$ cat config.mk
export PLATFORM = sky130hd
export DESIGN_NAME = seg_scan_ctrl
export DESIGN_NICKNAME = d
export VERILOG_FILES = /design/src/rtl/seg_pkg.sv /design/src/rtl/seg_scan_ctrl_decoder.sv /design/src/rtl/seg_scan_ctrl.sv
export SDC_FILE = /design/constraint.sdc
export NUM_CORES = 1
export LEC_CHECK = 0
export CAP_MARGIN = 10
export CORE_ASPECT_RATIO = 1.2
export CORE_MARGIN = 2
export CORE_UTILIZATION = 55
export DETAILED_ROUTE_END_ITERATION = 8
export DONT_BUFFER_PORTS = 1
export PLACE_DENSITY = 0.7
export SLEW_MARGIN = 20
export SYNTH_ARGS = -nofsm -noshare
export SYNTH_HDL_FRONTEND = slang
export SYNTH_SLANG_ARGS = --single-unit
$ cat constraint.sdc
create_clock -name clk -period 3.1 [get_ports clk]
set_clock_uncertainty 0.1 [all_clocks]
set_input_delay 0.465 -clock clk [delete_from_list [all_inputs] [get_ports clk]]
set_output_delay 0.465 -clock clk [all_outputs]
set_load 0.05 [all_outputs]
$ cat src/rtl/seg_pkg.sv
// Shared types and constants for the multiplexed seven-segment scanner.
// Latency: n/a (declarations only).
// Backpressure: n/a.
package seg_pkg;

  // Scanner phase: all anodes off, or one digit driven.
  typedef enum logic {BLANK = 1'b0, DRIVE = 1'b1} state_t;

  // Active-low pattern with every segment dark.
  localparam logic [6:0] SEG_OFF = 7'h7F;

  localparam int DEF_NUM_DIGITS  = 4;
  localparam int DEF_SCAN_DIV    = 50000;
  localparam int DEF_DEAD_CYCLES = 16;

  // Counter width for a count of n states; never narrower than one bit.
  function automatic int cnt_w(input int n);
    return (n < 2) ? 1 : $clog2(n);
  endfunction

endpackage

$ cat src/rtl/seg_scan_ctrl_decoder.sv
// Hex nibble to active-low {g,f,e,d,c,b,a} seven-segment pattern.
// Latency: combinational, zero cycles.
// Backpressure: none; pure function of the input nibble.
module SevenSegDecoder (
  input  logic [3:0] nib_i,
  output logic [6:0] seg_o
);

  // Table lookup; a 0 bit lights the segment.
  always_comb begin
    seg_o = 7'h7F;
    case (nib_i)
      4'h0: seg_o = 7'h40;
      4'h1: seg_o = 7'h79;
      4'h2: seg_o = 7'h24;
      4'h3: seg_o = 7'h30;
      4'h4: seg_o = 7'h19;
      4'h5: seg_o = 7'h12;
      4'h6: seg_o = 7'h02;
      4'h7: seg_o = 7'h78;
      4'h8: seg_o = 7'h00;
      4'h9: seg_o = 7'h10;
      4'hA: seg_o = 7'h08;
      4'hB: seg_o = 7'h03;
      4'hC: seg_o = 7'h27;
      4'hD: seg_o = 7'h21;
      4'hE: seg_o = 7'h06;
      4'hF: seg_o = 7'h0E;
      default: seg_o = 7'h7F;
    endcase
  end

endmodule

$ cat src/rtl/seg_scan_ctrl.sv
// Time-multiplexed seven-segment scanner: DRIVE one digit, BLANK dead time, next digit.
// Latency: outputs registered, an/seg follow the FSM state by one cycle; load lands in shadow next cycle, active on frame wrap.
// Backpressure: none; free-running while en=1. Optional SEG_LEAD_ZERO_BLANK_EN blanks leading zero digits.
module seg_scan_ctrl
  import seg_pkg::*;
#(
  parameter int NUM_DIGITS  = DEF_NUM_DIGITS,
  parameter int SCAN_DIV    = DEF_SCAN_DIV,
  parameter int DEAD_CYCLES = DEF_DEAD_CYCLES
) (
  input  logic                    clk,
  input  logic                    rst_n,
  input  logic                    en,
  input  logic                    load,
  input  logic [4*NUM_DIGITS-1:0] value,
  input  logic [NUM_DIGITS-1:0]   dp_in,
  input  logic [NUM_DIGITS-1:0]   blank_in,
  output logic [6:0]              seg,
  output logic                    dp_n,
  output logic [NUM_DIGITS-1:0]   an,
  output logic                    frame_done
);

  localparam int DIG_W = cnt_w(NUM_DIGITS);
  localparam int DRV_W = cnt_w(SCAN_DIV);
  localparam int DED_W = cnt_w(DEAD_CYCLES);

  localparam logic [DIG_W-1:0] DIG_LAST = DIG_W'(NUM_DIGITS - 1);
  localparam logic [DRV_W-1:0] DRV_LAST = DRV_W'(SCAN_DIV - 1);
  localparam logic [DED_W-1:0] DED_LAST = DED_W'(DEAD_CYCLES - 1);

  // FSM and scan position
  state_t           state_q;
  logic [DIG_W-1:0] digit_q;
  logic [DRV_W-1:0] drv_cnt_q;
  logic [DED_W-1:0] ded_cnt_q;
  logic             en_q;

  // Shadow (written by load) and active (displayed) data
  logic [4*NUM_DIGITS-1:0] shd_val_q, act_val_q;
  logic [NUM_DIGITS-1:0]   shd_dp_q,  act_dp_q;
  logic [NUM_DIGITS-1:0]   shd_blk_q, act_blk_q;

  // Registered outputs
  logic [NUM_DIGITS-1:0] an_q;
  logic [6:0]            seg_q;
  logic                  dp_n_q;
  logic                  fd_q;

  // Per-cycle decisions and current-digit selections
  logic                  start_scan;
  logic                  frame_wrap;
  logic [3:0]            nib_sel;
  logic                  dp_sel;
  logic                  blk_sel;
  logic                  lz_sel;
  logic [NUM_DIGITS-1:0] lz_mask;
  logic [6:0]            dec_seg;
  logic [6:0]            seg_d;
  logic [NUM_DIGITS-1:0] an_d;

  // Scan start on the first enabled cycle; frame wrap at the end of the last digit's dead time.
  always_comb begin
    start_scan = en && !en_q;
    frame_wrap = en && en_q && (state_q == BLANK) &&
                 (ded_cnt_q == DED_LAST) && (digit_q == DIG_LAST);
  end

  // Digit-indexed mux feeding the single shared decoder.
  always_comb begin
    nib_sel = 4'h0;
    dp_sel  = 1'b0;
    blk_sel = 1'b0;
    lz_sel  = 1'b0;
    for (int i = 0; i < NUM_DIGITS; i++) begin
      if (digit_q == DIG_W'(i)) begin
        nib_sel = act_val_q[i*4 +: 4];
        dp_sel  = act_dp_q[i];
        blk_sel = act_blk_q[i];
        lz_sel  = lz_mask[i];
      end
    end
  end

`ifdef SEG_LEAD_ZERO_BLANK_EN
  logic lz_run;

  // A digit is a leading zero when it and every digit above it are zero; digit 0 always shows.
  always_comb begin
    lz_mask = '0;
    lz_run  = 1'b1;
    for (int i = NUM_DIGITS - 1; i >= 1; i--) begin
      lz_run     = lz_run && (act_val_q[i*4 +: 4] == 4'h0);
      lz_mask[i] = lz_run;
    end
  end
`else
  // Without leading-zero suppression only blank_in can darken a digit.
  always_comb begin
    lz_mask = '0;
  end
`endif

  SevenSegDecoder u_dec (
    .nib_i (nib_sel),
    .seg_o (dec_seg)
  );

  // Segment pattern and anode pattern for the digit currently being driven.
  always_comb begin
    seg_d = (blk_sel || lz_sel) ? SEG_OFF : dec_seg;
    an_d  = ~(NUM_DIGITS'(1) << digit_q);
  end

  // Shadow captures every load; active refreshes only at scan start or frame wrap, with load bypass.
  always_ff @(posedge clk) begin
    if (!rst_n) begin
      shd_val_q <= '0;
      shd_dp_q  <= '0;
      shd_blk_q <= '0;
      act_val_q <= '0;
      act_dp_q  <= '0;
      act_blk_q <= '0;
    end else begin
      if (load) begin
        shd_val_q <= value;
        shd_dp_q  <= dp_in;
        shd_blk_q <= blank_in;
      end
      if (start_scan || frame_wrap) begin
        if (load) begin
          act_val_q <= value;
          act_dp_q  <= dp_in;
          act_blk_q <= blank_in;
        end else begin
          act_val_q <= shd_val_q;
          act_dp_q  <= shd_dp_q;
          act_blk_q <= shd_blk_q;
        end
      end
    end
  end

  // Scan FSM with phase counters; outputs registered from the current state.
  always_ff @(posedge clk) begin
    if (!rst_n) begin
      state_q   <= BLANK;
      digit_q   <= '0;
      drv_cnt_q <= '0;
      ded_cnt_q <= '0;
      en_q      <= 1'b0;
      an_q      <= '1;
      seg_q     <= SEG_OFF;
      dp_n_q    <= 1'b1;
      fd_q      <= 1'b0;
    end else begin
      en_q <= en;
      fd_q <= frame_wrap;

      if (!en) begin
        state_q   <= BLANK;
        digit_q   <= '0;
        drv_cnt_q <= '0;
        ded_cnt_q <= '0;
      end else if (!en_q) begin
        // Fresh start skips the dead time and drives digit 0 immediately.
        state_q   <= DRIVE;
        digit_q   <= '0;
        drv_cnt_q <= '0;
        ded_cnt_q <= '0;
      end else begin
        case (state_q)
          DRIVE: begin
            if (drv_cnt_q == DRV_LAST) begin
              state_q   <= BLANK;
              drv_cnt_q <= '0;
            end else begin
              drv_cnt_q <= drv_cnt_q + 1'b1;
            end
          end
          BLANK: begin
            if (ded_cnt_q == DED_LAST) begin
              state_q   <= DRIVE;
              ded_cnt_q <= '0;
              digit_q   <= (digit_q == DIG_LAST) ? '0 : digit_q + 1'b1;
            end else begin
              ded_cnt_q <= ded_cnt_q + 1'b1;
            end
          end
          default: begin
            state_q   <= BLANK;
            drv_cnt_q <= '0;
            ded_cnt_q <= '0;
          end
        endcase
      end

      if (en && (state_q == DRIVE)) begin
        an_q   <= an_d;
        seg_q  <= seg_d;
        dp_n_q <= ~dp_sel;
      end else begin
        an_q   <= '1;
        seg_q  <= SEG_OFF;
        dp_n_q <= 1'b1;
      end
    end
  end

  assign an         = an_q;
  assign seg        = seg_q;
  assign dp_n       = dp_n_q;
  assign frame_done = fd_q;

endmodule

==> results.md, run 1 <==
* Top_reg_cell synth: dfxtp_1
* Design Area, Final at between 4000 and 5000 um2
* Async SR Flop Fraction at 0
* Setup slack, reg-to-reg at 0.38 ns
* Area leader, netlist: dfxtp_1
* Clk buf depth at 2
* CTS tree: done
* Critical Path Sink Type: flop
* Initial Util at 0.566
* Starting DRT DRC Count at 163
* WP data required at 3.28 ns
* Number of synthesized register bits at 85
* Kind of critical path: reg2reg
* Critical path, cell by cell: ha_1 -> a211oi_1 -> a211oi_2 -> inv_1 -> ha_1 -> inv_1 -> a2111oi_0 -> a211oi_1 -> o21ai_1
* RSZ-0062 raised after global routing: false
* Yosys warns at 0
* CP max stage cell: ha_1
* Hold path depth at 1
* CP peak stage delay at between 0.4 and 0.5 ns
* Largest cells by area after synthesis: dfxtp_1 (44%), mux2i_1 (7.5%), o211a_1 (6.2%), nor2b_1 (4.7%), nand3_1 (4.4%)
* Post-Syn Area at between 3000 and 4000 um2
* Post-synth top area share at 0.439
* Post-synth net total at roughly 430
* Gate Count Post-Synth at 392
* Largest net degree at the start of global routing at 52
* Period minus WS final at 2.72 ns
* Synth cell count leaders: dfxtp_1 (85), nand3_1 (34), mux2i_1 (29), nor2b_1 (29), o211a_1 (24)
* Sequential share of the synthesized area at 0.439
* Synth-to-Final Area Change at 5.61%
* Initial antenna violation count at 0
* Average wire per standard cell at 16.1 um
* Ports at 41
* Iteration count of the initial detailed-routing pass at 4
* PD cells at 516 nW/um2
* Fin. max-slew vios at 0
* Vias/cell at 5.90
* Setup violators final at 0
* Final period util at 0.876
* Die width at about 81 um
* Die ar. at 7740 um2
* Vias in the first global route at 2708
* GRT Util Overall at 0.211
* Share of layout cells above drive strength 1 at 0.0907
* Cell with the most instances after synthesis: dfxtp_1
* Hold Path Origin: rst_n
* Diodes inserted at 0
* Detailed placer's ending HPWL at 5350 um
* Placer Congestion at 0.825
* WHS Endpoint: act_val_q[15]
* Global route total overflow at 0
* Placed inst area at 3890 um2
* Worst rel slew slack at 0.570
* Reg2reg start: digit_q[0]
* Clock root cell: clkbuf_8
* Routed WL at between 7000 and 8000 um
* Worst-path clk slew at 0.09 ns
* TritonCTS Buffers at 9
* CTS sink count at 85
* Count of antenna-violating nets left after detailed routing at 0
* Via count at 2792
* Post-Route Setup TNS at 0 ns
* Post-synth EDFFs at 0
* Layout Nets at 422
* Hold Path Class: in2reg
* Post-cts hold buffer count at 0
* Status: complete, no violations
* Worst reg2reg endpoint: seg[3]
* Row cnt at 33
* Final core occ at 0.598
* Final hold vios at 0
* Leak pwr at 1.80 nW
* Max_cap viols at 0
* Residual DRC count at 0
* Mean post-synth cell area at 9.90 um2
* Startpoint types: flop
* Fmax at 368 MHz
* Worst Path Arrival at 2.89 ns
* Worst Max-Slew Pin Slew at 0.642 ns
* Insertion delay to the later sink of the worst-skew pair at 0.35 ns
* Crit path max fanout at 13
* Fillers at 624
* Max IR drop VDD at 0.243 mV
* Yosys cell types at between 50 and 60
* First-pass GRT wire length at roughly 13000 um
* Port Buffer Count at 0
* Placeable Area at 6850 um2
* Die height at 96.0 um
* H-tree depth at 3
* Reg2Reg Depth at 9
==> where the power goes <==
group	leakage, nW	switching (mW)	total, mW	internal (mW)
registers	0.696	0.0346	1.17	1.14
clock network	0.0995	0.392	0.788	0.396
logic	1.00	0.0757	0.153	0.0773
==> routing by layer <==
layer | vias up | part of all wire | track usage | wire [um]
met2 | 54 | 0.50 | 0.372 | 3840
met3 | 6 | 0.035 | 0.0366 | 268
met4 | 0 | 0.0099 | 0.0777 | 75
met5 | - | 0 | 0 | 0
li1 | 1388 | - | - | -
met1 | 1344 | 0.45 | 0.259 | 3420
==> registers in the layout (all words and copies together), names as in the netlist <==
signal / cells
frame_done: 1
ded_cnt_q: 4
digit_q: 2
seg: 7
act_dp_q: 4
shd_dp_q: 4
act_blk_q: 4
an: 4
dp_n: 1
shd_blk_q: 4
state_q: 1
drv_cnt_q: 16
act_val_q: 16
en_q: 1
shd_val_q: 16
==> critical path: cells and delay by family, from the launching register on <==
| family | cells | cell delay, ns |
|---|---|---|
| compound gates | 5 | 1.19 |
| fa+ha+maj | 2 | 0.75 |
| buf+inv | 2 | 0.21 |
| flops | 1 | 0.40 |
==> how the worst max path moves through the flow <==
stage / cells past startpoint / slack [ns] / to / startpoint
2_1_floorplan: 11 / 0.50 / seg[3] / digit_q[0]
3_3_place_gp: 9 / 0.29 / seg[3] / digit_q[0]
3_5_place_dp: 9 / 0.13 / seg[3] / digit_q[0]
6_report: 9 / 0.38 / seg[3] / digit_q[0]
5_1_grt: 10 / 0.14 / seg[3] / digit_q[1]
4_1_cts: 9 / 0.10 / seg[3] / digit_q[0]
==> repair_timing <==
item,in CTS,in global routing
gates resized for setup,0,2
buffers inserted,0,0
endpoints found under the setup margin,0,2
==> layout by cell type (no fill, tap or decap), types with 10 or more instances in the layout <==
cell,instances
dfxtp_1,85
nand3_1,34
nor2b_1,29
mux2i_1,29
o211a_1,24
nand2_1,23
nor2_1,13
a21oi_1,12
ha_1,12
inv_1,11
clkbuf_8,10
==> layout make-up <==
class                      count  area, um2  area share
clock inverter                 5       60.1      0.0147
timing repair buffer           4       30.0     0.00733
multi-input combinational    270       2010       0.492
clock buffer                  11        141      0.0345
inverter                      11       41.3      0.0101
tap                           87        109      0.0266
sequential                    85       1700       0.415
==> through the flow <==
step / hold WS [ns] / worst slack, ns / cells / power (mW)
detailed placement: 0.383 / 0.130 / 457 / 1.35
CTS: 0.128 / 0.105 / 473 / 2.13
global placement: 0.373 / 0.288 / 457 / 1.35
floorplan: 0.353 / 0.501 / 392 / 1.33
global route: 0.125 / 0.142 / 473 / 2.21
finish: 0.146 / 0.383 / 473 / 2.11
==> cell families (layout without fill, tap and decap cells) <==
family                   after synthesis  after routing  share of synthesized area
flip-flops                            85             85                      0.439
AO/OA/AOI/OAI                         74             74                      0.157
buffers and inverters                 37             31                     0.0442
adder cells (fa/ha/maj)               13             13                     0.0419
multiplexers                          30             30                     0.0777
XOR/XNOR                              10             10                     0.0226
AND/OR/NAND/NOR                      143            143                      0.218
Note: power is estimated with default switching activity, not from simulation.
==> inputs of run 2 (changes only) <==
Settings changed: CELL_PAD_IN_SITES_DETAIL_PLACEMENT from default to 1, CELL_PAD_IN_SITES_GLOBAL_PLACEMENT from default to 2, CORE_MARGIN 2 to 1, CORE_UTILIZATION 55 to 40, PLACE_DENSITY 0.7 to default, PLACE_DENSITY_LB_ADDON from default to 0.1.
==> run 2 against run 1 <==
Final area rose by 3.5%. Sequential power is essentially flat. Clock power up 40%. Register-to-register slack worse by 0.08 ns. Count of clock-buffer cells in the layout down 1. Via count rose by 1.6%. Flip-flop and latch count is the same. Largest cell class unchanged. Largest power group unchanged.
==> results.md, run 2 (same netlist as run 1, synthesis figures left out) <==
* Status: complete, no violations
* Final worst slack at 0.301 ns (-0.0819 ns)
* Average wire per standard cell at 17.2 um (+7.2%)
* Startpoint types: flop
* Vias in the first global route at 2956 (+9.2%)
* Commonest cells after routing, fill and taps aside: dfxtp_1 (85), nand3_1 (34), nor2b_1 (29), mux2i_1 (29), o211a_1 (24)
* Critical Path Sink Type: flop
* Reg power frac at 0.484 (-0.071)
* Placeable Area at 9470 um2 (+38%)
* Placed inst area at 3930 um2 (+1.2%)
* Worst rel slew slack at 0.551 (-0.0187)
* Final hold vios at 0 (unchanged)
* Design Area, Final at 4240 um2 (+3.5%)
* Worst Path Arrival at 2.96 ns (+0.07 ns)
* Starting DRT DRC Count at 77 (-53%)
* Clock power share at 0.452 (+0.079)
* Fin. max-slew vios at 0 (unchanged)
* PD cells at 573 nW/um2 (+11%)
* Diodes inserted at 0 (unchanged)
* Switching part of the total at 0.231 (-0.00681)
* CP peak stage delay at 0.55 ns (+0.13 ns)
* Multi-input logic area at 2010 um2 (-0.37%)
* Most used cell, CP: a211oi_1
* Period minus WS final at 2.80 ns (+0.0819 ns)
* Clk buf depth at 2 (unchanged)
* Post-Place Worst Slack at 0.323 ns (+0.193 ns)
* Count of antenna-violating nets left after detailed routing at 0 (unchanged)
* Final core occ at 0.448 (-0.150)
* Net Sw Power at 561 uW (+12%)
* Crit path max fanout at 17 (+4)
* Port Buffer Count at 0 (unchanged)
* Die ar. at 10100 um2 (+30%)
* Post-Route Setup TNS at 0 ns (unchanged)
* Routed WL at 8770 um (+15%)
* Ports at 41 (unchanged)
* Largest regs: act_val_q x16, drv_cnt_q x16, shd_val_q x16
* Initial antenna violation count at 0 (unchanged)
* TritonCTS Buffers at 9 (unchanged)
* RSZ-0062 raised after global routing: false
* Share of layout cells above drive strength 1 at 0.0881 (-0.00259)
* Hold Path Class: in2reg
* Via count at 2838 (+1.6%)
* Setup violators final at 0 (unchanged)
* Worst-path clk slew at 0.06 ns (-0.03 ns)
* Post-cts hold buffer count at 0 (unchanged)
* Initial Util at 0.410 (-0.156)
* Kind of critical path: reg2reg
* WP data required at 3.27 ns (about the same)
* Max_cap viols at 0 (unchanged)
* Leak pwr at 1.85 nW (+2.9%)
* Fmax at 357 MHz (-2.9%)
* Die height at 110 um (+14%)
* Part of the power in combinational logic at 0.063 (-0.009)
* CTS resizes at 0 (unchanged)
* Internal power at 1.87 mW (+16%)
* Insertion delay to the later sink of the worst-skew pair at 0.34 ns (about the same)
* Max IR drop VDD at 0.336 mV (+38%)
* Vias/cell at 5.58 (-5.5%)
* Row cnt at 39 (+18%)
* Iteration count of the initial detailed-routing pass at 4 (unchanged)
* Placer Congestion at 0.793 (-3.9%)
* Clock root cell: clkbuf_16
* Final period util at 0.903 (+0.0264)
* H-tree depth at 3 (unchanged)
* Synth-to-Final Area Change at 9.32%
* Largest net degree at the start of global routing at 52 (unchanged)
* Worst Max-Slew Pin Slew at 0.656 ns (+0.0141 ns)
* Fillers at 1077 (+73%)
* First-pass GRT wire length at 14500 um (+13%)
* Layout Nets at 422 (unchanged)
* Commonest non-fill, non-tap cell in the layout: dfxtp_1
* CP max stage cell: ha_1
* FF+latch area at 1700 um2 (unchanged)
* Residual DRC count at 0 (unchanged)
* GRT Util Overall at 0.186 (-0.0254)
* Critical path, cell by cell: ha_1 -> a211oi_1 -> a211oi_1 -> buf_4 -> inv_1 -> ha_1 -> inv_1 -> a2111oi_0 -> a211oi_1 -> o21ai_1
* # Post-CTS Setup Buffers at 0 (unchanged)
* CTS sink count at 85 (unchanged)
* Die width at 91.9 um (+14%)
* CTS tree: done
* Global route total overflow at 0 (unchanged)
* Detailed placer's ending HPWL at 6300 um (+18%)
-- run 2: changes by cell type in the layout (fill, tap and decap cells not counted), sizes merged --
cell    before  now
clkbuf      11   10
clkinv       3    1
inv         11   14
-- run 2: final cells by class --
cell class | count | share of cell area
repair buffers | 4 | 0.00708
inverters | 11 | 0.00973
clock inverters | 6 | 0.0162
well taps | 123 | 0.0363
flip-flops and latches | 85 | 0.401
clock buffers | 10 | 0.0563
multi-input cells | 270 | 0.473
-- run 2: worst paths after layout --
kind | cells after the start | startpoint | endpoint | slack (ns)
hold reg to reg | 2 | drv_cnt_q[15] | drv_cnt_q[15] | 0.39
setup reg to reg | 10 | digit_q[0] | seg[3] | 0.30
hold / removal | 1 | rst_n | shd_blk_q[2] | 0.16
setup / recovery | 10 | digit_q[0] | seg[3] | 0.30
-- run 2: metal layers --
layer | wire [um] | GRT usage | up-vias
met5 | 0 | 0 | -
met4 | 197 | 0.0848 | 0
met3 | 228 | 0.0401 | 14
met2 | 4510 | 0.338 | 38
met1 | 3830 | 0.208 | 1395
li1 | - | - | 1391
-- run 2: worst max-delay path, delay by kind of cell (launching register included) --
family / cells / cell delay [ns]
AOI/OAI and AO/OA: 5 / 1.06
DFF: 1 / 0.39
adders and majority gates: 2 / 0.85
buffers and inverters: 3 / 0.31
-- run 2: power by group through the flow --
stage,Combinational (mW),Sequential [mW],Clock [mW]
floorplan,0.148,1.19,0
global placement,0.153,1.20,0
detailed placement,0.157,1.20,0
CTS,0.157,1.18,1.13
global route,0.172,1.18,1.19
finish,0.154,1.18,1.10
-- run 2: through the flow --
stage	cells	power, mW	hold slack, ns
CTS	509	2.47	0.139
global route	509	2.54	0.140
finish	509	2.43	0.159
detailed placement	493	1.36	0.392
floorplan	392	1.33	0.353
global placement	493	1.35	0.371
